### config.mk
export PLATFORM = sky130hd
export DESIGN_NAME = writeback_buffer_flat
export DESIGN_NICKNAME = d
export VERILOG_FILES = /design/src/rtl/writeback_buffer_if.sv /design/src/rtl/writeback_buffer.sv /design/src/flat_wrapper.sv
export SDC_FILE = /design/constraint.sdc
export NUM_CORES = 2
export LEC_CHECK = 0
export CORE_AREA = 2 2 433 435
export DETAILED_ROUTE_END_ITERATION = 7
export DIE_AREA = 0 0 435 437
export GPL_TIMING_DRIVEN = 0
export PLACE_DENSITY = 0.58
export SYNTH_ARGS = -nofsm -noshare
export SYNTH_HDL_FRONTEND = slang
export SYNTH_SLANG_ARGS = --single-unit
### constraint.sdc
create_clock -name clk -period 34.6 [get_ports clk]
set_input_delay 10.38 -clock clk [delete_from_list [all_inputs] [get_ports clk]]
set_output_delay 10.38 -clock clk [all_outputs]
set_load 0.005 [all_outputs]
### src/rtl/writeback_buffer_if.sv
// Bus bundle for writeback_buffer: the cache-controller request port and the
// main-memory port. The slave modport is the buffer's view. The master modport
// is the environment's view (requester plus memory).
interface writeback_buffer_if #(
   parameter int DATA_WIDTH = 256,
   parameter int ADDR_WIDTH = 32
);
   logic [ADDR_WIDTH-1:0] cache_addr;
   logic [DATA_WIDTH-1:0] cache_wdata;
   logic                  cache_we;
   logic                  cache_re;
   logic [DATA_WIDTH-1:0] cache_rdata;
   logic                  cache_ready;
   logic [ADDR_WIDTH-1:0] mem_addr;
   logic [DATA_WIDTH-1:0] mem_wdata;
   logic [DATA_WIDTH-1:0] mem_rdata;
   logic                  mem_we;
   logic                  mem_re;
   logic                  mem_ready;

   modport slave (
      input  cache_addr, cache_wdata, cache_we, cache_re, mem_rdata, mem_ready,
      output cache_rdata, cache_ready, mem_addr, mem_wdata, mem_we, mem_re
   );

   modport master (
      output cache_addr, cache_wdata, cache_we, cache_re, mem_rdata, mem_ready,
      input  cache_rdata, cache_ready, mem_addr, mem_wdata, mem_we, mem_re
   );
endinterface

### src/rtl/writeback_buffer.sv
// Posted write buffer between the cache memory port and main memory.
// Evictions are absorbed in one cycle and queued in FIFO order. The queue
// drains in the background. Refill reads are checked against queued blocks.
// Optional macro WB_READ_FORWARD_EN: a read that hits a queued block is
// answered from the buffer. Without it, the read waits until draining has
// removed every matching entry.
module writeback_buffer #(
   parameter int DATA_WIDTH  = 256,
   parameter int ADDR_WIDTH  = 32,
   parameter int DEPTH       = 4,
   parameter int OFFSET_BITS = 6
) (
   input  logic                         clk,
   input  logic                         rst,
   writeback_buffer_if.slave            bus,
   output logic [$clog2(DEPTH+1)-1:0]   buf_count,
   output logic                         buf_full,
   output logic                         buf_empty
);
   localparam int CW = $clog2(DEPTH+1);
   localparam int PW = $clog2(DEPTH);
   localparam int BW = ADDR_WIDTH - OFFSET_BITS;

   typedef enum logic [1:0] {IDLE, DRAIN_WR, MEM_RD, RESP} state_t;

   state_t                state, state_nxt;
   logic [BW-1:0]         blk_addr [DEPTH];
   logic [DATA_WIDTH-1:0] blk_data [DEPTH];
   logic [DEPTH-1:0]      valid;
   logic [PW-1:0]         head, tail;
   logic [CW-1:0]         count;
   logic                  ready_q, ready_nxt;
   logic [DATA_WIDTH-1:0] rdata_q, rdata_nxt;

   logic [BW-1:0]         req_blk;
   logic                  wr_req, rd_req, in_flight, retire, full, empty;
   logic                  coal_hit, rd_hit, alloc;
   logic [PW-1:0]         coal_idx, idx;
   logic [PW:0]           sum;
   logic [DATA_WIDTH-1:0] fwd_data;

   logic                  mem_we_c, mem_re_c;
   logic [ADDR_WIDTH-1:0] mem_addr_c;
   logic [DATA_WIDTH-1:0] mem_wdata_c;

   function automatic logic [PW-1:0] ptr_inc(input logic [PW-1:0] p);
      return (p == PW'(DEPTH-1)) ? '0 : p + PW'(1);
   endfunction

   assign full      = (count == CW'(DEPTH));
   assign empty     = (count == '0);
   assign buf_count = count;
   assign buf_full  = full;
   assign buf_empty = empty;

   assign bus.cache_ready = ready_q;
   assign bus.cache_rdata = rdata_q;
   assign bus.mem_we      = mem_we_c;
   assign bus.mem_re      = mem_re_c;
   assign bus.mem_addr    = mem_addr_c;
   assign bus.mem_wdata   = mem_wdata_c;

   // Block-address match against the queue, walked oldest to youngest so the last hit is the youngest.
   always_comb begin
      req_blk   = bus.cache_addr[ADDR_WIDTH-1:OFFSET_BITS];
      wr_req    = bus.cache_we && !ready_q;
      rd_req    = bus.cache_re && !bus.cache_we && !ready_q;
      in_flight = (state == DRAIN_WR);
      retire    = in_flight && bus.mem_ready;
      coal_hit  = 1'b0;
      coal_idx  = '0;
      rd_hit    = 1'b0;
      fwd_data  = '0;
      sum       = '0;
      idx       = '0;
      for (int unsigned i = 0; i < DEPTH; i++) begin
         sum = {1'b0, head} + (PW+1)'(i);
         idx = (sum >= (PW+1)'(DEPTH)) ? PW'(sum - (PW+1)'(DEPTH)) : PW'(sum);
         if (valid[idx] && blk_addr[idx] == req_blk) begin
            rd_hit   = 1'b1;
            fwd_data = blk_data[idx];
            if (!(in_flight && idx == head)) begin
               coal_hit = 1'b1;
               coal_idx = idx;
            end
         end
      end
      // A retiring head frees its slot at this edge, so a full buffer can allocate in the same cycle.
      alloc = wr_req && !coal_hit && (!full || retire);
   end

   // FSM state register.
   always_ff @(posedge clk) begin
      if (rst) state <= IDLE;
      else     state <= state_nxt;
   end

   // Next-state, memory-port drive and cache response selection.
   always_comb begin
      state_nxt   = state;
      ready_nxt   = 1'b0;
      rdata_nxt   = rdata_q;
      mem_we_c    = 1'b0;
      mem_re_c    = 1'b0;
      mem_addr_c  = '0;
      mem_wdata_c = '0;
      if (wr_req && (coal_hit || alloc)) ready_nxt = 1'b1;
      case (state)
         IDLE: begin
            if (rd_req) begin
`ifdef WB_READ_FORWARD_EN
               if (rd_hit) begin
                  state_nxt = RESP;
                  ready_nxt = 1'b1;
                  rdata_nxt = fwd_data;
               end else begin
                  state_nxt = MEM_RD;
               end
`else
               state_nxt = rd_hit ? DRAIN_WR : MEM_RD;
`endif
            end else if (!empty) begin
               state_nxt = DRAIN_WR;
            end
         end
         DRAIN_WR: begin
            mem_we_c    = 1'b1;
            mem_addr_c  = {blk_addr[head], {OFFSET_BITS{1'b0}}};
            mem_wdata_c = blk_data[head];
            if (bus.mem_ready) state_nxt = IDLE;
`ifdef WB_READ_FORWARD_EN
            // A hit is answered from the buffer while the drain keeps going.
            if (rd_req && rd_hit) begin
               ready_nxt = 1'b1;
               rdata_nxt = fwd_data;
            end
`endif
         end
         MEM_RD: begin
            mem_re_c   = 1'b1;
            mem_addr_c = bus.cache_addr;
            if (bus.mem_ready) begin
               state_nxt = RESP;
               ready_nxt = 1'b1;
               rdata_nxt = bus.mem_rdata;
            end
         end
         RESP: state_nxt = IDLE;
         default: state_nxt = IDLE;
      endcase
   end

   // Queue storage, pointers, occupancy and registered cache response.
   always_ff @(posedge clk) begin
      if (rst) begin
         valid   <= '0;
         head    <= '0;
         tail    <= '0;
         count   <= '0;
         ready_q <= 1'b0;
         rdata_q <= '0;
      end else begin
         ready_q <= ready_nxt;
         rdata_q <= rdata_nxt;
         if (retire) begin
            valid[head] <= 1'b0;
            head        <= ptr_inc(head);
         end
         if (wr_req && coal_hit) blk_data[coal_idx] <= bus.cache_wdata;
         if (alloc) begin
            valid[tail]    <= 1'b1;
            blk_addr[tail] <= req_blk;
            blk_data[tail] <= bus.cache_wdata;
            tail           <= ptr_inc(tail);
         end
         count <= count + CW'(alloc) - CW'(retire);
      end
   end
endmodule
### src/flat_wrapper.sv
// flat-port wrapper written by rule: the top's interface ports become plain ports
module writeback_buffer_flat 
#(
   parameter int DATA_WIDTH  = 256,
   parameter int ADDR_WIDTH  = 32,
   parameter int DEPTH       = 4,
   parameter int OFFSET_BITS = 6
)
  (clk, rst, buf_count, buf_full, buf_empty, bus_cache_addr, bus_cache_wdata, bus_cache_we, bus_cache_re, bus_mem_rdata, bus_mem_ready, bus_cache_rdata, bus_cache_ready, bus_mem_addr, bus_mem_wdata, bus_mem_we, bus_mem_re);
  writeback_buffer_if #(.DATA_WIDTH(DATA_WIDTH), .ADDR_WIDTH(ADDR_WIDTH)) bus_i ();
  input  logic clk;
  input  logic rst;
  output logic [$clog2(DEPTH+1)-1:0] buf_count;
  output logic buf_full;
  output logic buf_empty;
  input wire logic [$bits(bus_i.cache_addr)-1:0] bus_cache_addr;
  input wire logic [$bits(bus_i.cache_wdata)-1:0] bus_cache_wdata;
  input wire logic [$bits(bus_i.cache_we)-1:0] bus_cache_we;
  input wire logic [$bits(bus_i.cache_re)-1:0] bus_cache_re;
  input wire logic [$bits(bus_i.mem_rdata)-1:0] bus_mem_rdata;
  input wire logic [$bits(bus_i.mem_ready)-1:0] bus_mem_ready;
  output wire logic [$bits(bus_i.cache_rdata)-1:0] bus_cache_rdata;
  output wire logic [$bits(bus_i.cache_ready)-1:0] bus_cache_ready;
  output wire logic [$bits(bus_i.mem_addr)-1:0] bus_mem_addr;
  output wire logic [$bits(bus_i.mem_wdata)-1:0] bus_mem_wdata;
  output wire logic [$bits(bus_i.mem_we)-1:0] bus_mem_we;
  output wire logic [$bits(bus_i.mem_re)-1:0] bus_mem_re;
  assign bus_i.cache_addr = bus_cache_addr;
  assign bus_i.cache_wdata = bus_cache_wdata;
  assign bus_i.cache_we = bus_cache_we;
  assign bus_i.cache_re = bus_cache_re;
  assign bus_i.mem_rdata = bus_mem_rdata;
  assign bus_i.mem_ready = bus_mem_ready;
  assign bus_cache_rdata = bus_i.cache_rdata;
  assign bus_cache_ready = bus_i.cache_ready;
  assign bus_mem_addr = bus_i.mem_addr;
  assign bus_mem_wdata = bus_i.mem_wdata;
  assign bus_mem_we = bus_i.mem_we;
  assign bus_mem_re = bus_i.mem_re;
  writeback_buffer #(.DATA_WIDTH(DATA_WIDTH), .ADDR_WIDTH(ADDR_WIDTH), .DEPTH(DEPTH), .OFFSET_BITS(OFFSET_BITS)) u_core (.clk(clk), .rst(rst), .bus(bus_i), .buf_count(buf_count), .buf_full(buf_full), .buf_empty(buf_empty));
endmodule
# ---- After elaboration in Yosys (flattened, before gate mapping)
# Memories as Yosys holds them, arrays and structs flattened. A register that Yosys moved wholly into a read port is not among the register bits.
# Index checks and enable logic that the tools add are counted.
dict set report classes {
  mul 0
  div_mod_pow 0
  bitwise_logic 3
  n_reduce_logical 29
  n_shift 0
  add_sub_neg 11
  magnitude_cmp 12
  n_eq_ne 17
  muxes 67
}
# cell n
set op_table {}
lappend op_table {{$mux W256} 2}
lappend op_table {{$reduce_or A256 Y1} 1}
lappend op_table {{$eq A26 B26 Y1} 4}
lappend op_table {{$pmux W32 S2} 1}
lappend op_table {{$mux W2} 24}
lappend op_table {{$mux W1} 30}
lappend op_table {{$logic_and A1 B1 Y1} 18}
lappend op_table {{$lt A2 B3 Y1 const B} 6}
lappend op_table {{$mux W4} 3}
lappend op_table {{$ge A3 B3 Y1 const B} 3}
lappend op_table {{$bmux W1 S2} 4}
lappend op_table {{$eq A2 B2 Y1} 4}
lappend op_table {{$eq A2 B2 Y1 const B} 4}
lappend op_table {{$pmux W2 S4} 1}
lappend op_table {{$sub A2 B1 Y2 const B} 4}
lappend op_table {{$add A2 B2 Y3 const B} 2}
lappend op_table {{$add A2 B1 Y2 const B} 2}
lappend op_table {{$and A4 B4 Y4} 1}
lappend op_table {{$demux W1 S2} 2}
lappend op_table {{$ge A2 B1 Y1 const B} 2}
lappend op_table {{$logic_not A1 Y1} 4}
lappend op_table {{$ne A2 B2 Y1 const B} 2}
lappend op_table {{$not A4 Y4} 1}
lappend op_table {{$or A4 B4 Y4} 1}
lappend op_table {{12 further kinds} 13}
dict set report word_totals {
  ramBits 1128
  mem_count 2
  latchBits 0
  romBits 0
  reg_bits 270
  output_inout_bits 552
}
# memory depth word_bits rd rd_clocked_by_memory_dff wr line_no
set memory_table {}
lappend memory_table {u_core.blk_data 4 256 1 1 1 writeback_buffer.sv:28} ;# logic [DATA_WIDTH-1:0] blk_data [DEPTH];
lappend memory_table {u_core.blk_addr 4 26 5 1 1 writeback_buffer.sv:27} ;# logic [BW-1:0] blk_addr [DEPTH];

# ---- Logic depth before layout (Yosys ltp)
dict set report depth {
  ltp_word 20
  mapped_depth 19
  ltp_nobuf 14
}

# ---- Worst setup path after synthesis
# No wires, ideal clock.
dict set report synth_timing {
  path_kind {input-to-reg}
  startpoint {in bus_cache_addr[27]}
  endpoint {mem u_core.blk_data[2][0], enable pin}
  required_ns 33.363
  path_buffers 1
  setup_time_ns 1.237
  arrival_time_ns 30.478
  path_stages 9
  path_slack_ns 2.885
  path_cell_list {clkbuf_1 o22ai_1 a2111oi_0 a21oi_1 a211o_1 nor3_2 o211ai_1 and2_1 nor3b_1}
}
dict set report synth_via {
  elab_chain_cells 17
  elab_cells_between_ends 35
  cone_classes {4 x eq/ne; 22 x mux; 9 x reduce/logical}
}
# item line_no
set synth_lines {}
lappend synth_lines {{from (decl)} flat_wrapper.sv:16} ;# input wire logic [$bits(bus_i.cache_addr)-1:0] bus_cache_addr;
lappend synth_lines {{$eq A26 B26 Y1} writeback_buffer.sv:79} ;# if (valid[idx] && blk_addr[idx] == req_blk) begin
lappend synth_lines {{$logic_and A1 B1 Y1} writeback_buffer.sv:79}
lappend synth_lines {{$mux W1} writeback_buffer.sv:79}
lappend synth_lines {{$mux W1} writeback_buffer.sv:82} ;# if (!(in_flight && idx == head)) begin
lappend synth_lines {{$mux W1} writeback_buffer.sv:79}
lappend synth_lines {{$mux W1} writeback_buffer.sv:82}
lappend synth_lines {{$mux W1} writeback_buffer.sv:79}
lappend synth_lines {{$mux W1} writeback_buffer.sv:82}
lappend synth_lines {{$mux W1} writeback_buffer.sv:79}
lappend synth_lines {{$logic_not A1 Y1} writeback_buffer.sv:89} ;# alloc = wr_req && !coal_hit && (!full || retire);
lappend synth_lines {{$logic_and A1 B1 Y1 (2 in a row)} writeback_buffer.sv:89}
lappend synth_lines {{$mux W1} writeback_buffer.sv:170} ;# if (alloc) begin
lappend synth_lines {{$mux W1} writeback_buffer.sv:155} ;# if (rst) begin
lappend synth_lines {{$mux W1 (implied by the code)} writeback_buffer.sv:173} ;# blk_data[tail] <= bus.cache_wdata;
lappend synth_lines {{$reduce_or A256 Y1 (no line)} n/a}
lappend synth_lines {{$mux W2 (no line) or $mux W1 (tied branches)} n/a}
lappend synth_lines {{to (decl)} writeback_buffer.sv:28}
# Parallel ways exist; a longest one is shown, timed or not.

# ---- Final worst setup path
dict set report layout_timing {
  startpoint {in bus_cache_addr[13]}
  endpoint {out bus_mem_addr[13]}
}
dict set report layout_via {
  elab_chain_cells 1
}
# item line_no
set layout_lines {}
lappend layout_lines {{$pmux W32 S2} writeback_buffer.sv:108} ;# case (state)
lappend layout_lines {{to (decl)} flat_wrapper.sv:24} ;# output wire logic [$bits(bus_i.mem_addr)-1:0] bus_mem_addr;
# Every way passes these cells.

==> results summary <==
The flow ran to the end, and the final reports show no timing, DRC or antenna violations. Sequential cells were found to cover 69.95% of the synthesized design area. The detailed-route vias per instance is 4.955. Dividing the detail-routed wire length by the instance count gives 31.47 um. The number of enable-type register cells in the synthesized netlist is 1128. The share of final-layout standard cells stronger than drive strength 1 is 13.57%. The yosys synthesis warning count is 0. The largest clock skew in the final design came out at 0.05498 ns.

The number of synthesized register bits came out at 1400. Of all nets on the critical path, the largest fanout is 10. The cell-internal power came out at 3.434 mW.

The maximum level of the CTS H-tree came out at 4. The worst path uses 66.74% of the clock period. The y dimension of the die is 437 um. The transition time of the tightest slew-check pin is 1.343 ns.

Post-CTS timing repair inserted 0 buffers for setup. The length of the first detailed-routing pass in iterations is 5. The clock network burns 34.3% of the power. The number of placed I/O pins came out at 1101. Setup repair after global routing left no endpoint under its margin.

The total die area is 0.1901 mm^2. The number of pins exceeding their max-slew limit in the final report is 0. The via count of the first global-routing pass came out at 37470. Of all flip-flops after synthesis, the portion carrying an async set or reset was 0%. The synthesized net count is 4096. The maximum number of buffers from clock root to sink came out at 3. Across all layers, the routed design uses 37220 vias. The area growth from synthesis to layout is 37.36%. The final net count is 5442. Of the total power, the share spent switching nets is 29.34%. The average size of a mapped cell came out at 15.91 um^2.

The worst setup path is launched from an input port. The CTS tree is built. The clock latency reported for the late side of the worst-skew pair came out at 0.82 ns. The number of buffers inserted by port buffering is 1099. The most used flip-flop cell after synthesis is sky130_fd_sc_hd__edfxtp_1. The max-cap violation count came out at 0. Routability-driven placement finished with a final weighted congestion of 1.122. The clock sink count came out at 1400. The library cell used most frequently in the layout, excluding fill and tap cells, is sky130_fd_sc_hd__edfxtp_1. The sum of overflow across all layers after global routing is 0. Counting the buffers created by CTS gives 159. The total routing usage reported by global routing came out at 24.30%. The instance count of the mapped netlist came out at 3533. The post-synthesis instance area came out at 0.05621 mm^2. The half-perimeter wire length after placement came out at 186000 um. The number of buffers inserted by hold repair at cts came out at 0. The static power due to leakage is 24.25 nW. The worst endpoint required time is 24.22 ns.

The starting density of the core came out at 30.38%. The count of endpoints failing hold in the final timing report came out at 0. The wire length reported by the detailed router is 236400 um. Once the clock tree was built, the resizer swapped 0 gates to a different size. The final critical-path required period is 23.09 ns. Setup violations remaining at the end of the flow were counted as 0. The number of design rule violations left after detail routing is 0. The net switching power is 1.426 mW.

CTS placed an instance of sky130_fd_sc_hd__clkbuf_16 at the clock tree root. OpenSTA, run right after detailed placement, puts the worst setup slack at 11.53 ns. Derived from the worst setup path, the maximum achievable clock frequency is 43.31 MHz.

The count of standard-cell rows came out at 158. The worst slew margin relative to its limit came out at 10.49%. The minimum setup slack in the final design came out at 11.51 ns. The sequential share of power came out at 40.7%. Measured along the x axis, the die boundary spans 435 um. The critical path in this run is classified as input port to primary output. In the layout the commonest cells are sky130_fd_sc_hd__edfxtp_1, sky130_fd_sc_hd__clkdlybuf4s50_1, sky130_fd_sc_hd__nand2_1.

Dividing total power by cell area gives a power density of 62.95 mW/mm^2. The worst path arrival time came out at 12.71 ns. The min-delay analysis places its worst path in the category register to register. The wire length of the first global-routing pass came out at 318800 um. The initial DRC count came out at 2946.

The residual antenna-violating net count after detailed routing came out at 0. The maximum resistive drop on vdd is 0.00004250 V. The tightest hold path in the finished design has a slack of 0.4519 ns. The number of distinct library cells after synthesis is 74. The initial antenna violation count is 62. The core region area is 0.1850 mm^2. The CTS clock-pin slew for the worst setup and hold paths came out at 0.06 ns. The pin count of the biggest net entering global routing came out at 24. STA classifies the critical path endpoint as a primary output. Per report_power, the combinational group accounts for 25.0% of the total.
==> critical path: stages <==
cell	delay, ns
sky130_fd_sc_hd__clkdlybuf4s50_1	0.80
sky130_fd_sc_hd__clkbuf_1	0.54
sky130_fd_sc_hd__a22oi_1	0.19
sky130_fd_sc_hd__nor2b_1	0.18
sky130_fd_sc_hd__clkdlybuf4s50_1	0.61
==> cell families after synthesis <==
kind of cell,count (synthesis),share of synthesized area (%)
adder cells (fa/ha/maj),14,0.3250
XOR/XNOR,73,1.137
buffers and inverters,265,2.001
AO/OA/AOI/OAI,410,4.269
flip-flops,1400,69.95
AND/OR/NAND/NOR,955,8.105
multiplexers,416,14.21
==> registers in the layout (all words and copies together) (netlist names), named ones only <==
register	cells
u_core.head	2
u_core.state	2
u_core.buf_count	3
u_core.blk_data	1024
u_core.bus.cache_rdata	256
u_core.blk_addr	104
u_core.bus.cache_ready	1
u_core.tail	2
u_core.valid	4
==> path summary, 6_finish.rpt <==
kind         slack, ns  cells past startpoint                          end                        start
max              11.51                      5             bus_mem_addr[13]           bus_cache_addr[13]
min               0.45                      2  u_core.bus.cache_rdata[117]  u_core.bus.cache_rdata[117]
min reg2reg       0.45                      2  u_core.bus.cache_rdata[117]  u_core.bus.cache_rdata[117]
max reg2reg      26.97                     25       u_core.blk_data[2][44]               u_core.head[1]
==> through the flow <==
stage | instances | instance area [um^2] | power, mW | TNS (ns) | util (%)
after floorplan | 3533 | 56210 | 2.526 | 0 | -
after global placement | 7112 | 70310 | 3.261 | -6845.36 | 38.00
after detailed placement | 7198 | 71990 | 3.236 | 0 | 38.90
after CTS | 7482 | 77130 | 4.911 | 0 | 41.68
after global routing | 7498 | 77170 | 5.030 | 0 | 41.71
final | 7512 | 77210 | 4.860 | 0 | 41.72
==> routing by layer <==
| metal | wire length (um) | part of all wire, % | GRT usage [%] | vias up |
|---|---|---|---|---|
| met5 | 301 | 0.13 | 0 | - |
| met4 | 18610 | 7.9 | 16.92 | 48 |
| met3 | 17620 | 7.5 | 7.068 | 412 |
| met2 | 116900 | 49 | 41.31 | 1596 |
| met1 | 83020 | 35 | 26.02 | 19020 |
| li1 | - | - | - | 16150 |
==> cells in the mapped netlist, drive strengths merged, types with 7 or more instances <==
library cell,instances,share of area (%)
a21oi,283,2.5
a22oi,26,0.35
a2bb2oi,7,0.11
a32oi,8,0.12
and2,271,3.0
buf,71,0.71
clkbuf,166,1.1
dfxtp,272,9.7
edfxtp,1128,60
ha,13,0.29
inv,27,0.18
mux2,11,0.23
mux2i,101,1.8
mux4,304,12
nand2,557,3.7
nand3,17,0.15
nand4,10,0.11
nor2,19,0.13
nor2b,32,0.36
nor3,13,0.15
nor4,8,0.10
o21ai,23,0.20
o22ai,11,0.12
xnor2,65,1.0
xor2,8,0.12
==> power groups by stage <==
stage / sequential (mW) / combinational [mW] / clock, mW
floorplan: 2.03 / 0.497 / 0
global placement: 2.07 / 1.19 / 0
detailed placement: 2.01 / 1.22 / 0
CTS: 1.98 / 1.23 / 1.70
global route: 1.98 / 1.28 / 1.77
finish: 1.98 / 1.21 / 1.67
==> area by class of cell <==
type / instances / area, um^2
fill: 16970 / 107800
tap: 2480 / 3103
clock inverter: 86 / 937.1
timing repair buffer: 1185 / 12640
inverter: 28 / 105.1
clock buffer: 198 / 4207
buffer: 237 / 1021
multi-input combinational: 1868 / 15810
antenna: 30 / 75.07
sequential: 1400 / 39320
Note: power is estimated with default switching activity, not from simulation.
